==> src/rtl/alarm_countdown_timer.sv <==
// Seconds countdown for the alarm controller: loads on a start_timer rising edge,
// counts down on a 1 Hz timebase, and raises expired at zero.
module alarm_countdown_timer #(
   parameter int CLK_HZ = 100_000_000
) (
   input  logic       clock,
   input  logic       reset,
   input  logic       start_timer,
   input  logic [3:0] value,
   output logic       expired,
   output logic       one_hz_enable,
   output logic       half_hz_enable,
   output logic [3:0] value_display
);

   localparam int PW = (CLK_HZ > 2) ? $clog2(CLK_HZ) : 1;
   localparam logic [PW-1:0] PRE_MAX = PW'(CLK_HZ - 1);

   typedef enum logic [1:0] {
      S_IDLE  = 2'd0,
      S_COUNT = 2'd1,
      S_DONE  = 2'd2
   } state_t;

   state_t        r_state;
   logic [PW-1:0] r_prescaler;
   logic [3:0]    r_remaining;
   logic          r_start_prev;
   logic          r_expired;
   logic          r_half_hz;
   logic [3:0]    r_display;

   logic          w_start;
   logic          w_one_hz;

   assign w_start  = start_timer & ~r_start_prev;
   assign w_one_hz = (r_prescaler == PRE_MAX);

   assign expired        = r_expired;
   assign one_hz_enable  = w_one_hz;
   assign half_hz_enable = r_half_hz;
   assign value_display  = r_display;

   // Timebase: a load realigns the prescaler so the first second is a full one
   always_ff @(posedge clock) begin
      if (!reset) begin
         r_prescaler <= '0;
         r_half_hz   <= 1'b0;
      end else begin
         if (w_start || w_one_hz) begin
            r_prescaler <= '0;
         end else begin
            r_prescaler <= r_prescaler + {{(PW-1){1'b0}}, 1'b1};
         end
         if (w_one_hz) begin
            r_half_hz <= ~r_half_hz;
         end else begin
            r_half_hz <= r_half_hz;
         end
      end
   end

   // Countdown FSM; a load takes priority over a coincident decrement
   always_ff @(posedge clock) begin
      if (!reset) begin
         r_state      <= S_IDLE;
         r_remaining  <= 4'd0;
         r_start_prev <= 1'b0;
         r_expired    <= 1'b0;
         r_display    <= 4'd0;
      end else begin
         r_start_prev <= start_timer;
         if (w_start) begin
            r_remaining <= value;
            r_display   <= value;
            if (value == 4'd0) begin
               r_state   <= S_DONE;
               r_expired <= 1'b1;
            end else begin
               r_state   <= S_COUNT;
               r_expired <= 1'b0;
            end
         end else begin
            case (r_state)
               S_IDLE: begin
                  r_display <= value;
                  r_expired <= 1'b0;
               end
               S_COUNT: begin
                  if (w_one_hz && (r_remaining != 4'd0)) begin
                     r_remaining <= r_remaining - 4'd1;
                     r_display   <= r_remaining - 4'd1;
                     if (r_remaining == 4'd1) begin
                        r_state   <= S_DONE;
                        r_expired <= 1'b1;
                     end else begin
                        r_state   <= S_COUNT;
                        r_expired <= 1'b0;
                     end
                  end else begin
                     r_remaining <= r_remaining;
                  end
               end
               S_DONE: begin
                  r_expired <= 1'b1;
                  r_display <= 4'd0;
               end
               default: begin
                  r_state     <= S_IDLE;
                  r_remaining <= 4'd0;
                  r_expired   <= 1'b0;
                  r_display   <= 4'd0;
               end
            endcase
         end
      end
   end

endmodule

==> config.mk <==
export PLATFORM = sky130hd
export DESIGN_NAME = alarm_countdown_timer
export DESIGN_NICKNAME = d
export VERILOG_FILES = /design/src/rtl/alarm_countdown_timer.sv
export SDC_FILE = /design/constraint.sdc
export NUM_CORES = 1
export LEC_CHECK = 0
export ABC_AREA = 1
export CORE_MARGIN = 2
export CORE_UTILIZATION = 53
export DETAILED_ROUTE_END_ITERATION = 7
export MAX_ROUTING_LAYER = met4
export PLACE_DENSITY = 0.76
export SETUP_SLACK_MARGIN = 0.5
export SLEW_MARGIN = 20
export SYNTH_ARGS = -nofsm -noshare
export SYNTH_HDL_FRONTEND = slang
export SYNTH_SLANG_ARGS = --single-unit
==> constraint.sdc <==
create_clock -name clock -period 1.5 [get_ports clock]
set_clock_uncertainty 0.05 [all_clocks]
set_input_delay 0.225 -clock clock [delete_from_list [all_inputs] [get_ports clock]]
set_output_delay 0.225 -clock clock [all_outputs]
set_load 0.1 [all_outputs]
# Yosys cells after proc, flatten, opt, wreduce, memory -nomap -nowiden
# Index checks and enable logic that the tools add are counted.
dict set report totals {
  inputBits 7
  elab_cells 42
  regBits 40
}
dict set report classes {
  n_reduce_logical 8
  n_addsub 2
  eq_ne 6
  bitwise_logic 4
  n_mux 15
}
# op count
set op_table {}
lappend op_table {{adder 27 x 1 -> 27 bit (second input constant)} 1}
lappend op_table {{== test 27 bit (second input constant)} 1}
lappend op_table {{one-hot mux 4 bit (2 select lines)} 2}
lappend op_table {{2-to-1 mux 4 bit} 3}
lappend op_table {{2-to-1 mux 2 bit} 4}
lappend op_table {{== test 4 x 1 -> 1 bit (second input constant)} 1}
lappend op_table {{zero test 4 bit} 1}
lappend op_table {{2-to-1 mux 1 bit} 4}
lappend op_table {{one-hot mux 2 bit (2 select lines)} 1}
lappend op_table {{nonzero test 4 bit} 1}
lappend op_table {{OR reduction 2 bit} 2}
lappend op_table {{subtractor 4 x 1 -> 4 bit (second input constant)} 1}
lappend op_table {{inequality test 3 bit (second input constant)} 1}
lappend op_table {{NOT 1 bit} 3}
lappend op_table {{== test 2 x 1 -> 1 bit (second input constant)} 1}
lappend op_table {{== test 2 bit (second input constant)} 1}
lappend op_table {{zero test 2 bit} 1}
lappend op_table {{inequality test 2 x 1 -> 1 bit (second input constant)} 1}
lappend op_table {{one-hot mux 1 bit (2 select lines)} 1}
lappend op_table {{AND reduction 2 bit} 1}
lappend op_table {{bitwise AND 1 bit} 1}
lappend op_table {{logical AND 1 bit} 1}
lappend op_table {{logical OR 1 bit} 1}

# Logic depth before layout (Yosys ltp)
# Gate-level depths: netlist (run 1).
dict set report depth {
  depth_word 5
  depth_mapped 11
  ltp_nobuf 11
}

# Worst setup path before layout (run 1)
# Ideal clock, no wire load.
dict set report synth_timing {
  kind {register to register}
  start {register r_prescaler[0]}
  end {register r_half_hz, in the netlist half_hz_enable}
  path_slack_ns -0.491
  period_less_slack_ns 1.991
  setup_ns 0.118
  stages_incl_launch_ff 11
  t_arrival_ns 1.823
  cell_sequence {dfxtp_1 > ha_1 > nand2_2 > nor2_4 > nand2_4 > nor2_4 > nand2_1 > inv_1 > nand2_1 > nand2_1 > nor2_1}
}
dict set report synth_between {
  elab_chain_cells 1
}
# item line
set synth_lines {}
lappend synth_lines {{start, declared} 26} ;# logic [PW-1:0] r_prescaler;
lappend synth_lines {{start signal, assigned} 53} ;# r_prescaler <= r_prescaler + {{(PW-1){1'b0}}, 1'b1};
lappend synth_lines {{== test 27 bit} 37} ;# assign w_one_hz = (r_prescaler == PRE_MAX);
lappend synth_lines {{named net one_hz_enable} 11} ;# output logic one_hz_enable,
lappend synth_lines {{end signal, assigned} 56} ;# r_half_hz <= ~r_half_hz;
lappend synth_lines {{end signal, assigned} 58} ;# r_half_hz <= r_half_hz;
lappend synth_lines {{end, declared} 30} ;# logic r_half_hz;
# The timed path passes the listed nets, and every way through them passes these cells.
# A chain may end at the register's enable or synchronous reset.

# Worst setup path in the final report (run 1)
dict set report layout_timing {
  start {register r_prescaler[11]}
  end {output port one_hz_enable}
}
dict set report layout_between {
  elab_chain_cells 1
}
# item line
set layout_lines {}
lappend layout_lines {{== test 27 bit} 37}
lappend layout_lines {{end, declared} 11}
# No other way between the ends.

==> results of run 1 <==
-- sequential cells by signal, summed over array words and instances (netlist names) --
name and flops:
r_prescaler 27, r_remaining 4, value_display 4, r_state 2
expired 1, half_hz_enable 1, r_start_prev 1
-- worst max-delay path, delay by kind of cell (launching register included) --
kind                   cells  cell delay [ps]
buffers and inverters      3              370
and+or+nand+nor            5              590
DFF                        1              340
-- area by class of cell --
class,count,area [um2],area share [%]
Inverter,40,159,4.69
Multi-Input combinational cell,236,1410,41.7
Timing Repair Buffer,83,838,24.8
Clock buffer,7,96.3,2.84
Sequential cell,40,818,24.2
Tap cell,50,62.6,1.85
-- power by group --
group | internal (mW) | total [mW] | switching, mW | leakage, nW
logic | 0.598 | 1.46 | 0.858 | 1.07
registers | 1.17 | 1.26 | 0.0831 | 0.330
clock network | 0.410 | 0.788 | 0.378 | 0.0503
-- stage by stage --
step,area (um2),hold slack (ps),TNS [ps]
3_3_place_gp,2870,412,-2100
5_1_grt,3390,462,-10740
3_5_place_dp,2870,424,-2790
6_report,3390,426,-8230
2_1_floorplan,2250,268,-300
4_1_cts,3260,430,-4200
-- worst max-delay path by stage --
stage,start,to,slack [ps],depth (start not counted)
after CTS,r_prescaler[1]$_SDFF_PP0_,one_hz_enable,-270,8
final,r_prescaler[11]$_SDFF_PP0_,one_hz_enable,-380,8
after detailed placement,start_timer,r_remaining[1]$_SDFFE_PN0P_,-250,9
after global placement,start_timer,r_remaining[1]$_SDFFE_PN0P_,-200,9
after floorplan,r_prescaler[1]$_SDFF_PP0_,half_hz_enable$_SDFFE_PN0P_,-190,10
after global routing,r_prescaler[11]$_SDFF_PP0_,one_hz_enable,-420,8
-- synth_stat cells (5+ instances only) --
master	n	area (um2)
nor2_1	59	221
nand2_2	5	31.3
xor2_1	9	78.8
dfxtp_1	40	801
nor2_4	6	67.6
o21ai_1	5	25.0
ha_1	6	75.1
a21oi_1	12	60.1
inv_1	39	146
nand3_1	20	100
nor3_1	11	55.1
nand2_1	73	274
-- cell families (layout without fill, tap and decap cells) --
family / Yosys count / count (layout) / synth area share (%)
compound gates: 25 / 25 / 6.10
xor+xnor: 13 / 13 / 5.19
fa+ha+maj: 6 / 6 / 3.42
buf+inv: 44 / 130 / 8.21
flops: 40 / 40 / 36.5
simple gates: 191 / 192 / 40.6
-- layer usage --
metal | up-vias | GRT usage (%) | share of wire [%]
li1 | 1179 | - | -
met1 | 1184 | 40.1 | 41
met2 | 123 | 55.7 | 50
met3 | 28 | 6.41 | 5.4
met4 | 0 | 12.5 | 3.5
met5 | - | - | 0
-- timing repair --
action / 4_1_cts / 5_1_grt
resized for setup: 30 / 25
hold buffers: 0 / 0
pin swaps: 10 / 10
buffers inserted: 11 / 7
cloned: 4 / 0
setup endpoints to repair: 46 / 46
==> results.md, run 1 <==
- Outcome: finished, violations left
- Failing checks: negative setup slack
- Reg2Reg Depth: 11
- Fin. Hold Viols: 0
- Final Max Slew Viols: 0
- MaxCap Viol Count: 0
- PwrDens: 1030 nW/um2
- Clock sink count: 40
- Synth Flop Type: dfxtp_1
- Antenna cells: 0
- Critical-path cell list: inv_2 -> nand2_1 -> nor2_2 -> nand2_1 -> nor2_4 -> nand2_4 -> clkinvlp_4 -> buf_12
- Worst-path clk slew: 80 ps
- Total Wirelength: 7430 um
- RSZ-0062 raised after global routing: true
- Vias in the first global route: 2336
- Remaining Overflow, GRT: 0
- DR DRC count: 0
- IO buf count: 13
- Share of cells above drive strength 1: 38.4%
- Root Buffer: clkbuf_8
- Seq/Total Area, Yosys: 36.5%
- HP Class: reg -> reg
- GP Congestion: 0.866
- Layout net count: 419
- Largest net degree at the start of global routing: 14
- Setup CP Type: reg -> out
- Drt wl/cell: 16.3 um
- Startpoint types: register
- Maximum VDD drop: 0.000670 V
- Vias: 2514
- Row cnt: 23
- Fmax achieved: 532 MHz
- Number of buffers created by CTS: 5
- Die Width: 68.4 um
- Syn avg cell area: 6.88 um2
- Worst-Skew Late Latency: 300 ps
- Total track usage: 33.5%
- Post-synthesis cell count: 319
- Final HPWL DP: 3750 um
- Placed Cells: 427
- Setup violators final: 40
- Cell area after synthesis: 2190 um2
- Initial cell density of the core: 54.9%
- Fillers: 198
- Min cycle time layout: 1880 ps
- Distinct cells, synth: 29
- Most frequent cells in the layout: 66 x nand2_1, 60 x buf_4, 49 x nor2_1
- Slew @ Worst Pin: 422 ps
- Initial antenna violation count: 0
- #FFs+latches synth: 40
- Post-synth EDFFs: 0
- Final worst slack: -380 ps
- Highest net fanout along the worst path: 5
- Die height: 68.4 um
- Hold EP: r_prescaler[12]$_SDFF_PP0_
- CTS tree: built
- Antenna Violating Nets Remaining: 0
- Core Util, Final: 84.7%
- Syn Nets: 332
- Most common cell after layout, fill and taps aside: nand2_1
- DR pass1 iterations: 5
- Async SR Flop Fraction: 0%
- First-pass GRT wire length: 11100 um
- CTS HTree Levels: 2
- Clk buf depth: 2
- Core area: 4000 um2
- Initial detailed-routing violation count: 202
- Reg2reg start: r_prescaler[11]$_SDFF_PP0_
- CP max stage delay: 340 ps
- Crit path DAT: 1610 ps
- Io pins: 14
- Hold path start: r_prescaler[12]$_SDFF_PP0_
- Vias per Instance: 5.51
- Pre-CTS WS: -248 ps
- Worst Hold Depth: 2
- CP endpoint kind: primary output
- Pwr Total: 3.50 mW
- Critical path required time: 1220 ps
- Die footprint: 4670 um2
- Critical path's slowest cell: dfxtp_1
- Reg2reg setup slack: -270 ps
- Tcrit/Tclk final: 125%
- Max transition margin: 71.9%
- Leakage power: 1.45 nW
- Ys Warns: 0
- Critical register-to-register path endpoint: r_prescaler[7]$_SDFF_PP0_
- Non-filler cells, final: 456
- Crit path top cell by count: nand2_1
- Area Overhead vs Synth: 54.3%
No activity file was read; power rests on OpenSTA's default activity.
==> inputs of run 2 (changes only) <==
CORE_UTILIZATION = 30   (was 53)
PLACE_DENSITY = 0.49   (was 0.76)
==> run 2 against run 1 <==
The flow still finishes with violations (negative setup slack). Maximum frequency up 5.6%. Worst hold slack better by 3.3 ps. Register-to-register slack about the same. Critical endpoint is now r_prescaler[24]$_SDFF_PP0_. Via count down 12%. Sequential power about the same. Cell count up 12%.
==> results.md, run 2 (synthesis gave the netlist of run 1 again) <==
- Outcome: finished, violations left
- Failing checks: negative setup slack
- Maximum VDD drop: 0.000456 V
- Worst setup path startpoint: r_prescaler[0]$_SDFF_PP0_
- Largest net degree at the start of global routing: 15
- Initial detailed-routing violation count: 75
- Leakage power: 1.50 nW
- Area Overhead vs Synth: 60.0%
- Fmax achieved: 562 MHz
- CTS HTree Levels: 2
- Initial cell density of the core: 30.6%
- Share of cells above drive strength 1: 40.3%
- Fin. Hold Viols: 0
- Critical path's slowest cell: dfxtp_2
- DR pass1 iterations: 4
- Root Buffer: clkbuf_8
- Most frequent cells in the layout: 68 x buf_4, 67 x nand2_1, 48 x nor2_1
- Worst Hold Depth: 3
- First-pass GRT wire length: 9070 um
- Vias in the first global route: 2117
- Hold path start: start_timer
- Core Util, Final: 48.9%
- MaxCap Viol Count: 0
- CTS tree: built
- Final HPWL DP: 3980 um
- Vias per Instance: 4.32
- Tcrit/Tclk final: 119%
- Highest net fanout along the worst path: 4
- Crit-path leading delay family: simple AND/OR/NAND/NOR gates
- Critical path required time: 1640 ps
- Max transition margin: 73.5%
- Setup_tns: -4100 ps
- Min cycle time layout: 1780 ps
- Number of flip-flops under the largest register name: 27
- Setup CP Type: reg -> reg
- Startpoint types: register
- Dpl cell area: 3010 um2
- HP Class: in -> reg
- Pre-CTS WS: -297 ps
- Remaining Overflow, GRT: 0
- Die Width: 89.5 um
- Worst path buffer plus inverter count: 2
- Hold-fix buffers, CTS: 0
- Die footprint: 8020 um2
- Die height: 89.5 um
- Critical-path cell list: ha_4 -> nand2_4 -> nor2_4 -> nand2_4 -> buf_4 -> buf_6 -> nor2_4 -> nand2_4 -> nor2_4 -> nand2_2 -> nor2_2 -> nor3_2
- Pwr Total: 3.55 mW
- Antenna cells: 0
- Hold EP: r_start_prev$_SDFF_PN0_
- Critical register-to-register path endpoint: r_prescaler[24]$_SDFF_PP0_
- PwrDens: 1010 nW/um2
- Final instance area: 3510 um2
- RSZ-0062 raised after global routing: true
- Initial antenna violation count: 0
- Drt wl/cell: 11.1 um
- DR DRC count: 0
- IO buf count: 13
- Reg2reg setup slack: -280 ps
- Vias: 2210
- Setup violators final: 39
- Most common cell after layout, fill and taps aside: buf_4
- Reg2Reg Depth: 12
- Largest Register: r_prescaler
- Slew @ Worst Pin: 397 ps
- Total Wirelength: 5670 um
- Reg2reg start: r_prescaler[0]$_SDFF_PP0_
- Worst-Skew Late Latency: 290 ps
- Layout net count: 424
- Clock sink count: 40
- Clk buf depth: 2
- Core area: 7180 um2
- Total track usage: 14.9%
- Final Max Slew Viols: 0
- CP max stage delay: 360 ps
- Number of buffers created by CTS: 5
- GP Congestion: 0.791
- CP endpoint kind: register
- Final worst slack: -280 ps
- Io pins: 14
- Crit path DAT: 1920 ps
- Antenna Violating Nets Remaining: 0
- Row cnt: 31
- Worst-path clk slew: 80 ps
run 2: worst reg2reg max path, stage by stage, from the launching register on:
cell and delay (ps):
dfxtp_2 360, ha_4 150, nand2_4 60, nor2_4 120, nand2_4 80, buf_4 140
buf_6 120, nor2_4 140, nand2_4 110, nor2_4 130, nand2_2 60, nor2_2 110
nor3_2 50
run 2: repair_timing:
item                       in CTS  in global routing
setup endpoints to repair      46                 46
pin swaps                      11                 15
resized for setup              27                 30
gates cloned                    2                  2
buffers inserted                7                  5
run 2: layer usage:
layer	GRT usage [%]	vias to the layer above	part of all wire, %	wire length (um)
met5	-	-	0	0
met4	2.85	0	0.39	22
met3	3.05	4	2.3	130
met2	24.6	22	50	2810
met1	18.8	1003	48	2710
li1	-	1181	-	-
run 2: where the power goes:
group	switching, mW	internal [mW]	total (mW)
Combinational	0.780	0.535	1.32
Clock	0.390	0.588	0.977
Sequential	0.0804	1.17	1.25
run 2: final cells by class:
type | count | area [um2]
Clock buffer | 7 | 96.3
Fill cell | 723 | 3660
Multi-Input combinational cell | 236 | 1440
Tap cell | 99 | 124
Clock inverter | 1 | 30.0
Inverter | 40 | 156
Sequential cell | 40 | 821
Timing Repair Buffer | 88 | 842
run 2: how the worst max path moves through the flow:
stage,end,slack (ps),cells past startpoint
after floorplan,half_hz_enable$_SDFFE_PN0P_,-190,10
after global placement,r_remaining[0]$_SDFFE_PN0P_,-210,9
after detailed placement,value_display[2]$_SDFFE_PN0P_,-300,8
after CTS,one_hz_enable,-290,8
after global routing,r_prescaler[24]$_SDFF_PP0_,-360,12
final,r_prescaler[24]$_SDFF_PP0_,-280,12
run 2: per-stage QoR:
step | hold slack (ps) | std cells
2_1_floorplan | 268 | 319
3_3_place_gp | 412 | 487
3_5_place_dp | 417 | 487
4_1_cts | 422 | 504
5_1_grt | 437 | 511
6_report | 429 | 511
==> inputs of run 3 (changes only) <==
CORE_UTILIZATION = 53   (was 30)
PLACE_DENSITY = 0.76   (was 0.49)
RECOVER_POWER = 50   (was not set)
==> run 3 against run 2 <==
Global-route usage is 19 points higher. Worst hold slack got worse by 3.3 ps. Critical endpoint is now one_hz_enable. Total power shrank 1.8%. Maximum frequency shrank 5.2%. The flow still finishes with violations (negative setup slack). Non-clock buffer count fell by 5. Design area fell by 4.5%.
==> results.md, run 3 (synthesis gave the netlist of run 1 again) <==
- Remaining Overflow, GRT: 0
- Fmax achieved: 533 MHz
- Die footprint: 4670 um2
- Fin. Hold Viols: 0
- Storage cell area: 818 um2
- Worst-Skew Late Latency: 300 ps
- Core Util, Final: 83.8%
- Failing checks: negative setup slack
- DR pass1 iterations: 6
- Drt wl/cell: 16.3 um
- Min cycle time layout: 1880 ps
- Number of buffers created by CTS: 5
- Final HPWL DP: 3750 um
- Clock sink count: 40
- Multi-input gate area: 1410 um2
- Clk buf depth: 2
- Startpoint types: register
- Most common cell after layout, fill and taps aside: nand2_1
- Crit path top cell by count: nand2_1
- Setup_tns: -8320 ps
- Antenna cells: 0
- Stages on worst setup path: 8
- MaxCap Viol Count: 0
- PwrDens: 1040 nW/um2
- CTS HTree Levels: 2
- Die height: 68.4 um
- Slew @ Worst Pin: 642 ps
- Die Width: 68.4 um
- First-pass GRT wire length: 11100 um
- Largest Register: r_prescaler
- Worst-path clk slew: 80 ps
- IO buf count: 13
- Critical path's slowest cell: dfxtp_1
- Critical register-to-register path endpoint: r_prescaler[7]$_SDFF_PP0_
- Vias: 2512
- Total track usage: 33.5%
- Crit path DAT: 1600 ps
- CP Capture Point: one_hz_enable
- Io pins: 14
- Share of cells above drive strength 1: 38.2%
- HP Class: reg -> reg
- Antenna Violating Nets Remaining: 0
- Final worst slack: -377 ps
- Initial detailed-routing violation count: 232
- Outcome: finished, violations left
- Max transition margin: 57.2%
- Vias in the first global route: 2336
- Tcrit/Tclk final: 125%
- Setup violators final: 40
- Reg2Reg Depth: 11
- CP max stage delay: 340 ps
- CP endpoint kind: primary output
- Total Wirelength: 7440 um
- Layout net count: 419
- Fillers: 203
- Initial cell density of the core: 54.9%
- Largest net degree at the start of global routing: 14
- Highest net fanout along the worst path: 5
- Most frequent cells in the layout: 66 x nand2_1, 59 x buf_4, 49 x nor2_1
- Number of flip-flops under the largest register name: 27
- CTS tree: built
- Worst setup path startpoint: r_prescaler[11]$_SDFF_PP0_
- Maximum VDD drop: 0.000671 V
- Initial antenna violation count: 0
- Row cnt: 23
- Reg2reg start: r_prescaler[11]$_SDFF_PP0_
- Area Overhead vs Synth: 52.8%
- Vias per Instance: 5.51
- GP Congestion: 0.866
- Final Max Slew Viols: 0
- Setup CP Type: reg -> out
- Root Buffer: clkbuf_8
- RSZ-0062 raised after global routing: true
- Critical path required time: 1220 ps
- Leakage power: 1.44 nW
- DR DRC count: 0
- Core area: 4000 um2
- Crit-path leading delay family: simple AND/OR/NAND/NOR gates
- Reg2reg setup slack: -270 ps
- Critical-path cell list: inv_2 -> nand2_1 -> nor2_2 -> nand2_1 -> nor2_4 -> nand2_4 -> clkinvlp_4 -> buf_12
- Worst path buffer plus inverter count: 3
-- run 3: per-layer routing --
| layer | track usage (%) | up-vias | wire length (um) |
|---|---|---|---|
| li1 | - | 1177 | - |
| met1 | 40.1 | 1174 | 3050 |
| met2 | 55.7 | 135 | 3700 |
| met3 | 6.41 | 26 | 446 |
| met4 | 12.5 | 0 | 246 |
| met5 | - | - | 0 |
-- run 3: worst min-delay path by stage --
stage                                    start                          to  slack (ps)  depth (start not counted)
detailed placement  r_prescaler[12]$_SDFF_PP0_  r_prescaler[12]$_SDFF_PP0_         420                          2
floorplan                          start_timer     r_start_prev$_SDFF_PN0_         270                          2
global route        r_prescaler[12]$_SDFF_PP0_  r_prescaler[12]$_SDFF_PP0_         460                          2
finish              r_prescaler[12]$_SDFF_PP0_  r_prescaler[12]$_SDFF_PP0_         430                          2
CTS                 r_prescaler[12]$_SDFF_PP0_  r_prescaler[12]$_SDFF_PP0_         430                          2
global placement    r_prescaler[26]$_SDFF_PP0_  r_prescaler[26]$_SDFF_PP0_         410                          2
-- run 3: worst min-delay path, stage by stage, from the launching register on --
cell,delay (ps)
dfxtp_2,340
nand2_1,60
a21oi_1,50
-- run 3: what timing repair did --
| action | 4_1_cts | 5_1_grt |
|---|---|---|
| setup buffers | 11 | 7 |
| gates resized for setup | 30 | 25 |
| hold endpoints to repair | 0 | 0 |
| cloned | 4 | 0 |
| pin swaps | 10 | 10 |
| endpoints found under the setup margin | 46 | 46 |
| hold buffers | 0 | 0 |
-- run 3: cell type report --
cell class                      instances  share of cell area (%)
Clock buffer                            7                    2.87
Tap cell                               50                    1.87
Multi-Input combinational cell        236                    42.1
Timing Repair Buffer                   83                    24.0
Inverter                               40                    4.74
Sequential cell                        40                    24.4
-- run 3: stage by stage --
stage | power, mW | hold slack (ps) | cells | setup WS [ps] | area, um2
global placement | 2.50 | 412 | 427 | -197 | 2870
global route | 3.63 | 462 | 456 | -420 | 3350
floorplan | 2.09 | 268 | 319 | -194 | 2250
CTS | 3.39 | 430 | 449 | -274 | 3260
finish | 3.48 | 426 | 456 | -377 | 3350
detailed placement | 2.53 | 424 | 427 | -248 | 2870
-- run 3: power breakdown --
group          switching [mW]  internal, mW  leakage, nW  total [mW]
combinational           0.858         0.582         1.06        1.44
clock                   0.379         0.410       0.0503       0.789
sequential             0.0799          1.17        0.330        1.25
